## src/rtl/comparador_serial_n.sv

```systemverilog
// Serial magnitude comparator: CHUNK bits per clock, MSB chunk first,
// early exit on the first differing chunk, optional two's-complement mode.
module comparador_serial_n #(
    parameter int WIDTH     = 16,
    parameter int CHUNK     = 4,
    parameter bit SIGNED_EN = 1'b1
) (
    input  logic             clk,
    input  logic             rst_n,
    input  logic             start,
    input  logic             signed_mode,
    input  logic [WIDTH-1:0] A,
    input  logic [WIDTH-1:0] B,
    output logic             busy,
    output logic             done,
    output logic             AmaiorB,
    output logic             AmenorB,
    output logic             AigualB
);

    localparam int NCHUNK = WIDTH / CHUNK;
    localparam int IW = (NCHUNK > 1) ? $clog2(NCHUNK) : 1;
    localparam logic [IW-1:0] LAST = IW'(NCHUNK - 1);

    typedef enum logic [1:0] {
        IDLE,
        COMPARE,
        FIN
    } state_t;

    state_t stateQ, stateNext;

    logic [WIDTH-1:0] aReg, bReg;
    logic [IW-1:0]    idx;
    logic             gtReg, ltReg, eqReg;
    logic [CHUNK-1:0] aChunk, bChunk;
    logic             flip;
    logic             chGt, chLt, chEq, lastIdx;

    // Mode register and MSB inversion only exist when signed support is built.
    if (SIGNED_EN) begin : gSigned
        logic sgnReg;
        always_ff @(posedge clk or negedge rst_n) begin
            if (!rst_n)
                sgnReg <= 1'b0;
            else if (stateQ == IDLE && start)
                sgnReg <= signed_mode;
        end
        assign flip = sgnReg && (idx == LAST);
    end else begin : gUnsigned
        assign flip = 1'b0;
    end

    always_comb begin
        aChunk = '0;
        bChunk = '0;
        for (int i = 0; i < NCHUNK; i++) begin
            if (idx == IW'(i)) begin
                aChunk = aReg[i*CHUNK +: CHUNK];
                bChunk = bReg[i*CHUNK +: CHUNK];
            end
        end
        aChunk[CHUNK-1] = aChunk[CHUNK-1] ^ flip;
        bChunk[CHUNK-1] = bChunk[CHUNK-1] ^ flip;
    end

    assign chGt    = aChunk > bChunk;
    assign chLt    = aChunk < bChunk;
    assign chEq    = !(chGt || chLt);
    assign lastIdx = (idx == '0);

    always_comb begin
        stateNext = stateQ;
        unique case (1'b1)
            stateQ == IDLE:    if (start) stateNext = COMPARE;
            stateQ == COMPARE: if (!chEq || lastIdx) stateNext = FIN;
            stateQ == FIN:     stateNext = IDLE;
            default:           stateNext = IDLE;
        endcase
    end

    always_ff @(posedge clk or negedge rst_n) begin
        if (!rst_n) begin
            stateQ <= IDLE;
            aReg   <= '0;
            bReg   <= '0;
            idx    <= '0;
            gtReg  <= 1'b0;
            ltReg  <= 1'b0;
            eqReg  <= 1'b0;
        end else begin
            stateQ <= stateNext;
            if (stateQ == IDLE && start) begin
                aReg  <= A;
                bReg  <= B;
                idx   <= LAST;
                gtReg <= 1'b0;
                ltReg <= 1'b0;
                eqReg <= 1'b0;
            end else if (stateQ == COMPARE) begin
                if (chGt)
                    gtReg <= 1'b1;
                else if (chLt)
                    ltReg <= 1'b1;
                else if (lastIdx)
                    eqReg <= 1'b1;
                else
                    idx <= idx - 1'b1;
            end
        end
    end

    assign busy    = (stateQ == COMPARE);
    assign done    = (stateQ == FIN);
    assign AmaiorB = gtReg;
    assign AmenorB = ltReg;
    assign AigualB = eqReg;

endmodule

```

## config.mk

```make
export PLATFORM = sky130hd
export DESIGN_NAME = comparador_serial_n
export DESIGN_NICKNAME = d
export VERILOG_FILES = /design/src/rtl/comparador_serial_n.sv
export SDC_FILE = /design/constraint.sdc
export NUM_CORES = 1
export LEC_CHECK = 0
export BUFFER_PORTS_ARGS = -buffer_cell sky130_fd_sc_hd__buf_2
export CORE_MARGIN = 4
export CORE_UTILIZATION = 58
export DETAILED_ROUTE_END_ITERATION = 8
export PLACE_DENSITY = 0.94
export SKIP_CTS_REPAIR_TIMING = 1
export SYNTH_ARGS = -nofsm -noshare
export SYNTH_HDL_FRONTEND = slang
export SYNTH_SLANG_ARGS = --single-unit
```

## constraint.sdc

```tcl
create_clock -name clk -period 5.57 [get_ports clk]
set_input_delay 0.2785 -clock clk [delete_from_list [all_inputs] [get_ports clk]]
set_output_delay 0.2785 -clock clk [all_outputs]
set_load 0.05 [all_outputs]
```

==> impl_metrics.json, run 1 <==
{
  "maxSlewViolCount": 0,
  "htree_levels": 2,
  "synth_top_cells_by_count": "dfrtp_1, mux2_2, nor2b_1",
  "crit-reg2reg-launch": "idx[1]$_DFFE_PN0P_",
  "cts_tree": "built",
  "grt_pass1_wl_um": 6580,
  "crit_fanout": 10,
  "grt_pass1_vias": 1446,
  "grt.total_usage_pct": 20.1,
  "start_util_pct": 63.1,
  "crit_path_end_kind": "register",
  "arrival_ns": 3.10,
  "slew_headroom_pct": 42.7,
  "critPathKind": "reg -> reg",
  "ys.flop_type": "dfrtp_1",
  "fin_cells": 240,
  "critPathLaunchType": "register",
  "dieArea_mm2": 0.00443,
  "synthDistinctLibCells": 33,
  "r2r_cells": 10,
  "synth-seq-cells": 40,
  "row_count": 20,
  "syn_avg_cell_area_um2": 12.7,
  "wl_per_cell_um": 16.1,
  "ios": 41,
  "netlist_area_mm2": 0.00199,
  "antenna_found_initial": 0,
  "coreArea_mm2": 0.00315,
  "combPwrFrac_pct": 44.0,
  "antenna_cells": 0,
  "setup_violations": 0,
  "synthCells": 156,
  "grt_overflow": 0,
  "viasPerCell": 5.62,
  "wirelength_um": 3860,
  "p_seq_share_pct": 39.8,
  "path_cells": "inv_1 -> ha_1 -> nor2b_2 -> a221oi_1 -> o31ai_1 -> ha_1 -> nor2b_1 -> o211a_1 -> o211ai_2 -> mux2i_1",
  "p_int_uw": 827,
  "antenna_left": 0,
  "synth-edff-count": 0,
  "drt_pass1_iterations": 5,
  "clock_skew_ns": 0.00863,
  "hold_slack_ns": 0.0198,
  "r2r_setup_slack_ns": 2.76,
  "syn_nets": 200,
  "p_sw_share_pct": 37.3,
  "fin_crit_sh_pct": 50.5,
  "ys_seq_area_share_pct": 50.3,
  "area_growth_syn_to_layout_pct": 13.9,
  "clock_power_share_pct": 16.2,
  "drc": 0,
  "place_congestion": 0.824,
  "dp_slack_ns": 2.82,
  "hp-class": "in -> async",
  "clk_pin_slew_ns": 0.12,
  "maxCapViolations": 0,
  "postSynth.asyncResetShare_pct": 100,
  "crit_required_ns": 5.85,
  "p_total_mw": 1.32,
  "synthTopCellsByArea": "dfrtp_1, mux2_2, ha_1",
  "setup_tns_ns": 0,
  "p_leak_nw": 1.07,
  "r2r-end": "idx[1]$_DFFE_PN0P_",
  "drt-initial-drc-count": 61,
  "yosysTopAreaCellShare_pct": 50.3,
  "fin_nets": 239,
  "fmax_mhz": 355,
  "clockRootBuffer": "clkbuf_4",
  "power.switching_uw": 492,
  "grt_max_degree": 41,
  "crit_path_frequent_cell": "ha_1",
  "finalWorstSetupSlack_ns": 2.76,
  "slowest_stage": "dfrtp_1",
  "portBuffers": 40,
  "hold_viol_final": 0,
  "vias": 1348,
  "rsz0062_at_grt": "no",
  "clock_path_buffers": 2,
  "placedCellCount": 232,
  "clkSinkCount": 40,
  "peakVddDrop_mv": 0.310,
  "worst_pin_slew_ns": 0.860,
  "ys_warn_count": 0,
  "dpl.hpwl_um": 2900,
  "power_density_mw_per_mm2": 583,
  "cts_made_buffers": 5,
  "clk_latency_ns": 0.35,
  "min_period_ns": 2.81,
  "cpPeakStageDelay_ns": 0.43,
  "layout-drive-gt1-share_pct": 44.4,
  "synth_largest_area_cell": "dfrtp_1",
  "die_h_um": 66.5,
  "die_w_um": 66.5,
  "status": "complete, no violations",
  "synth.most_common_cell": "dfrtp_1"
}
==> layer usage <==
| layer | vias to the layer above | share of wire, % | global-route usage, % |
|---|---|---|---|
| met5 | - | 0 | 0 |
| met4 | 0 | 2.1 | 8.88 |
| met3 | 7 | 6.2 | 6.58 |
| met2 | 34 | 51 | 33.9 |
| met1 | 666 | 40 | 23.0 |
| li1 | 641 | - | - |
==> through the flow <==
step,util [%],cell area [um2]
global placement,68.8,2170
finish,71.8,2260
CTS,71.8,2260
detailed placement,68.8,2170
global route,71.8,2260
floorplan,-,1990
==> power by group through the flow <==
stage	clock (mW)	sequential (mW)	combinational, mW
final	0.213	0.525	0.581
after global routing	0.227	0.544	0.643
after CTS	0.216	0.527	0.583
after detailed placement	0	0.533	0.581
after global placement	0	0.524	0.553
after floorplan	0	0.516	0.474
==> cell type report <==
class	count	area, um2
clock buffers	7	65.1
clock inverters	1	30.0
fillers	233	888
inverters	7	26.3
multi-input cells	100	880
flip-flops and latches	40	1000
well taps	44	55.1
repair buffers	41	208
==> cells in the final DEF, fill, tap and decap left out, drive strengths merged <==
master	instances
nand2	6
dfrtp	40
a22oi	1
clkbuf	7
nand2b	2
a21oi	8
a21o	1
mux2	33
buf	41
nor3	3
nand4	1
o21ai	2
ha	8
o31ai	3
nor2b	10
inv	7
xnor2	2
nand3b	1
o22ai	1
or2	1
nor3b	1
a211oi	1
o211a	1
nor2	3
bufinv	1
mux2i	2
o211ai	2
a221oi	6
o2111ai	1
==> worst max path at each step <==
stage | slack (ns) | start | endpoint
global route | 2.62 | idx[1]$_DFFE_PN0P_ | idx[1]$_DFFE_PN0P_
global placement | 3.03 | idx[0]$_DFFE_PN0P_ | idx[0]$_DFFE_PN0P_
finish | 2.76 | idx[1]$_DFFE_PN0P_ | idx[1]$_DFFE_PN0P_
detailed placement | 2.82 | idx[1]$_DFFE_PN0P_ | idx[1]$_DFFE_PN0P_
floorplan | 3.17 | idx[0]$_DFFE_PN0P_ | idx[0]$_DFFE_PN0P_
CTS | 2.80 | idx[1]$_DFFE_PN0P_ | idx[1]$_DFFE_PN0P_
==> kinds of logic (layout without fill, tap and decap cells) <==
family                     Yosys count  in the layout  share of synthesized area (%)
AOI/OAI and AO/OA                   27             27                           10.3
DFF                                 40             40                           50.3
muxes                               35             35                           19.7
and+or+nand+nor                     28             28                           8.31
xor gates and xnor gates             2              2                          0.881
adders and majority gates            8              8                           5.03
buffers and inverters               16             56                           5.41
==> sequential cells by signal, indices dropped and copies added, names as in the netlist <==
name / count
aReg: 16
bReg: 16
idx: 2
stateQ: 2
AigualB: 1
AmaiorB: 1
AmenorB: 1
gSigned.sgnReg: 1
==> critical path, delay by kind of cell, from the launching register on <==
family / cells / cell delay (ns)
multiplexers: 1 / 0.23
AO/OA/AOI/OAI: 4 / 0.90
AND/OR/NAND/NOR: 2 / 0.49
flip-flops: 1 / 0.43
adder cells (fa/ha/maj): 2 / 0.60
buffers and inverters: 1 / 0.09
(Power assumes the default switching activity.)
==> run 2: changes to the inputs <==
--- a/config.mk
+++ b/config.mk
@@ -7,9 +7,9 @@
 export LEC_CHECK = 0
 export BUFFER_PORTS_ARGS = -buffer_cell sky130_fd_sc_hd__buf_2
 export CORE_MARGIN = 4
-export CORE_UTILIZATION = 58
+export CORE_UTILIZATION = 54
 export DETAILED_ROUTE_END_ITERATION = 8
-export PLACE_DENSITY = 0.94
+export PLACE_DENSITY = 0.89
 export SKIP_CTS_REPAIR_TIMING = 1
 export SYNTH_ARGS = -nofsm -noshare
 export SYNTH_HDL_FRONTEND = slang
==> constraint.sdc (replaced) <==
create_clock -name clk -period 2.7 [get_ports clk]
set_input_delay 0.135 -clock clk [delete_from_list [all_inputs] [get_ports clk]]
set_output_delay 0.135 -clock clk [all_outputs]
set_load 0.05 [all_outputs]
==> run 2 against run 1 <==
  * The run now ends with negative hold slack left
  * Critical path depth did not move
  * Die area rose by 6.5%
  * Global-route usage fell by 1.9 points
  * Combinational power rose by 110%
  * Worst setup slack got worse by 2.6 ns
  * Sequential share of layout area fell by 0.60 points
  * First-iteration DRC count rose by 38%
==> impl_metrics.json, run 2 (synthesis results as in run 1) <==
{
  "status": "finished, violations left",
  "violations": "negative hold slack",
  "htree_levels": 2,
  "critPathLaunchType": "register",
  "clock_skew_ns": 0.00308,
  "dieArea_mm2": 0.00472,
  "path_buf_inv": 1,
  "cts_made_buffers": 5,
  "crit_path_end_kind": "register",
  "critPathKind": "reg -> reg",
  "die_w_um": 68.7,
  "crit-reg2reg-launch": "idx[0]$_DFFE_PN0P_",
  "drt_pass1_iterations": 4,
  "crit_cells": 10,
  "peakVddDrop_mv": 0.502,
  "p_int_mw": 1.69,
  "antenna_found_initial": 0,
  "vias": 1331,
  "clock_power_share_pct": 14.6,
  "crit_fanout": 7,
  "min_period_ns": 2.57,
  "crit_required_ns": 2.91,
  "critPathTopFamily": "compound AO/OA/AOI/OAI gates",
  "grt_pass1_vias": 1388,
  "wl_per_cell_um": 15.4,
  "slew_headroom_pct": 42.5,
  "coreArea_mm2": 0.00344,
  "power_density_mw_per_mm2": 1180,
  "clock_path_buffers": 2,
  "path_cells": "inv_1 -> ha_2 -> nor2b_4 -> a221oi_2 -> o31ai_1 -> ha_1 -> nor2b_1 -> o211a_1 -> o211ai_2 -> mux2i_1",
  "maxCapViolations": 0,
  "layout_common_cells": "dfrtp_1, buf_2, mux2_2",
  "layout-drive-gt1-share_pct": 46.0,
  "hold_slack_ns": -0.0413,
  "fin_cells": 244,
  "setup_violations": 0,
  "fin_nets": 241,
  "maxSlewViolCount": 0,
  "largestRegisters": "aReg (16), bReg (16)",
  "hp-class": "in -> async",
  "power.switching_mw": 1.02,
  "place_congestion": 0.776,
  "p_leak_nw": 1.07,
  "p_sw_share_pct": 37.8,
  "drt-initial-drc-count": 84,
  "grt.total_usage_pct": 18.2,
  "clockRootBuffer": "clkbuf_8",
  "p_seq_share_pct": 40.1,
  "cts_tree": "built",
  "cpPeakStageDelay_ns": 0.43,
  "wirelength_um": 3760,
  "drc": 0,
  "arrival_ns": 2.77,
  "start_util_pct": 57.8,
  "r2r-end": "idx[0]$_DFFE_PN0P_",
  "placedCellCount": 235,
  "r2r_setup_slack_ns": 0.13,
  "clkSinkCount": 40,
  "antenna_left": 0,
  "dpl.hpwl_um": 2740,
  "antenna_cells": 0,
  "grt_pass1_wl_um": 6210,
  "grt_max_degree": 41,
  "slowest_stage": "dfrtp_1",
  "grt_overflow": 0,
  "ios": 41,
  "worst_pin_slew_ns": 0.863,
  "hold_viol_final": 40,
  "area_growth_syn_to_layout_pct": 15.5,
  "fmax_mhz": 390,
  "clk_pin_slew_ns": 0.07,
  "die_h_um": 68.7,
  "viasPerCell": 5.45,
  "combPwrFrac_pct": 45.3,
  "r2r_cells": 10,
  "fin_crit_sh_pct": 95.0,
  "portBuffers": 40,
  "row_count": 21,
  "clk_latency_ns": 0.29
}
[run 2: cell count changes in the layout (fill, tap and decap cells not counted), moves of 2 or more]
cell / change
clkbuf_1: +2
ha_1: -2
clkbuf_4: -5
clkbuf_8: +4
buf_4: +2
ha_2: +2
[run 2: power groups by stage]
| stage | clock [mW] | sequential [mW] | combinational (mW) |
|---|---|---|---|
| after global placement | 0 | 1.08 | 1.17 |
| final | 0.395 | 1.09 | 1.23 |
| after floorplan | 0 | 1.06 | 0.978 |
| after detailed placement | 0 | 1.09 | 1.21 |
| after CTS | 0.406 | 1.08 | 1.21 |
| after global routing | 0.432 | 1.12 | 1.36 |
[run 2: final cells by class]
cell class | instances | area (um2)
Clock buffer | 8 | 90.1
Fill cell | 278 | 1150
Timing Repair Buffer | 43 | 223
Inverter | 7 | 26.3
Tap cell | 46 | 57.6
Multi-Input combinational cell | 100 | 898
Sequential cell | 40 | 1000
[run 2: per-layer routing]
layer	wire [um]	track usage [%]	vias to the layer above
met4	70	8.19	0
met5	0	0	-
li1	-	-	636
met1	1660	23.5	639
met3	250	5.35	8
met2	1780	28.2	48
[run 2: through the flow]
step / setup TNS, ns / utilization [%] / power [mW] / instance area (um2) / worst slack, ns
floorplan: 0 / - / 2.04 / 1990 / 0.300
global placement: 0 / 63.3 / 2.25 / 2180 / 0.158
detailed placement: -0.00791 / 63.3 / 2.30 / 2180 / -0.00791
CTS: -0.0265 / 65.9 / 2.70 / 2270 / -0.0248
global route: -0.00897 / 66.7 / 2.91 / 2300 / -0.00891
finish: 0 / 66.7 / 2.71 / 2300 / 0.134
[run 2: worst max path at each step]
stage                             from                  to  slack (ns)
floorplan           idx[0]$_DFFE_PN0P_  idx[0]$_DFFE_PN0P_        0.30
global placement    idx[0]$_DFFE_PN0P_  idx[0]$_DFFE_PN0P_        0.16
detailed placement  idx[0]$_DFFE_PN0P_  idx[0]$_DFFE_PN0P_      -0.008
CTS                 idx[0]$_DFFE_PN0P_  idx[0]$_DFFE_PN0P_       -0.02
global route        idx[0]$_DFFE_PN0P_  idx[0]$_DFFE_PN0P_      -0.009
finish              idx[0]$_DFFE_PN0P_  idx[0]$_DFFE_PN0P_        0.13
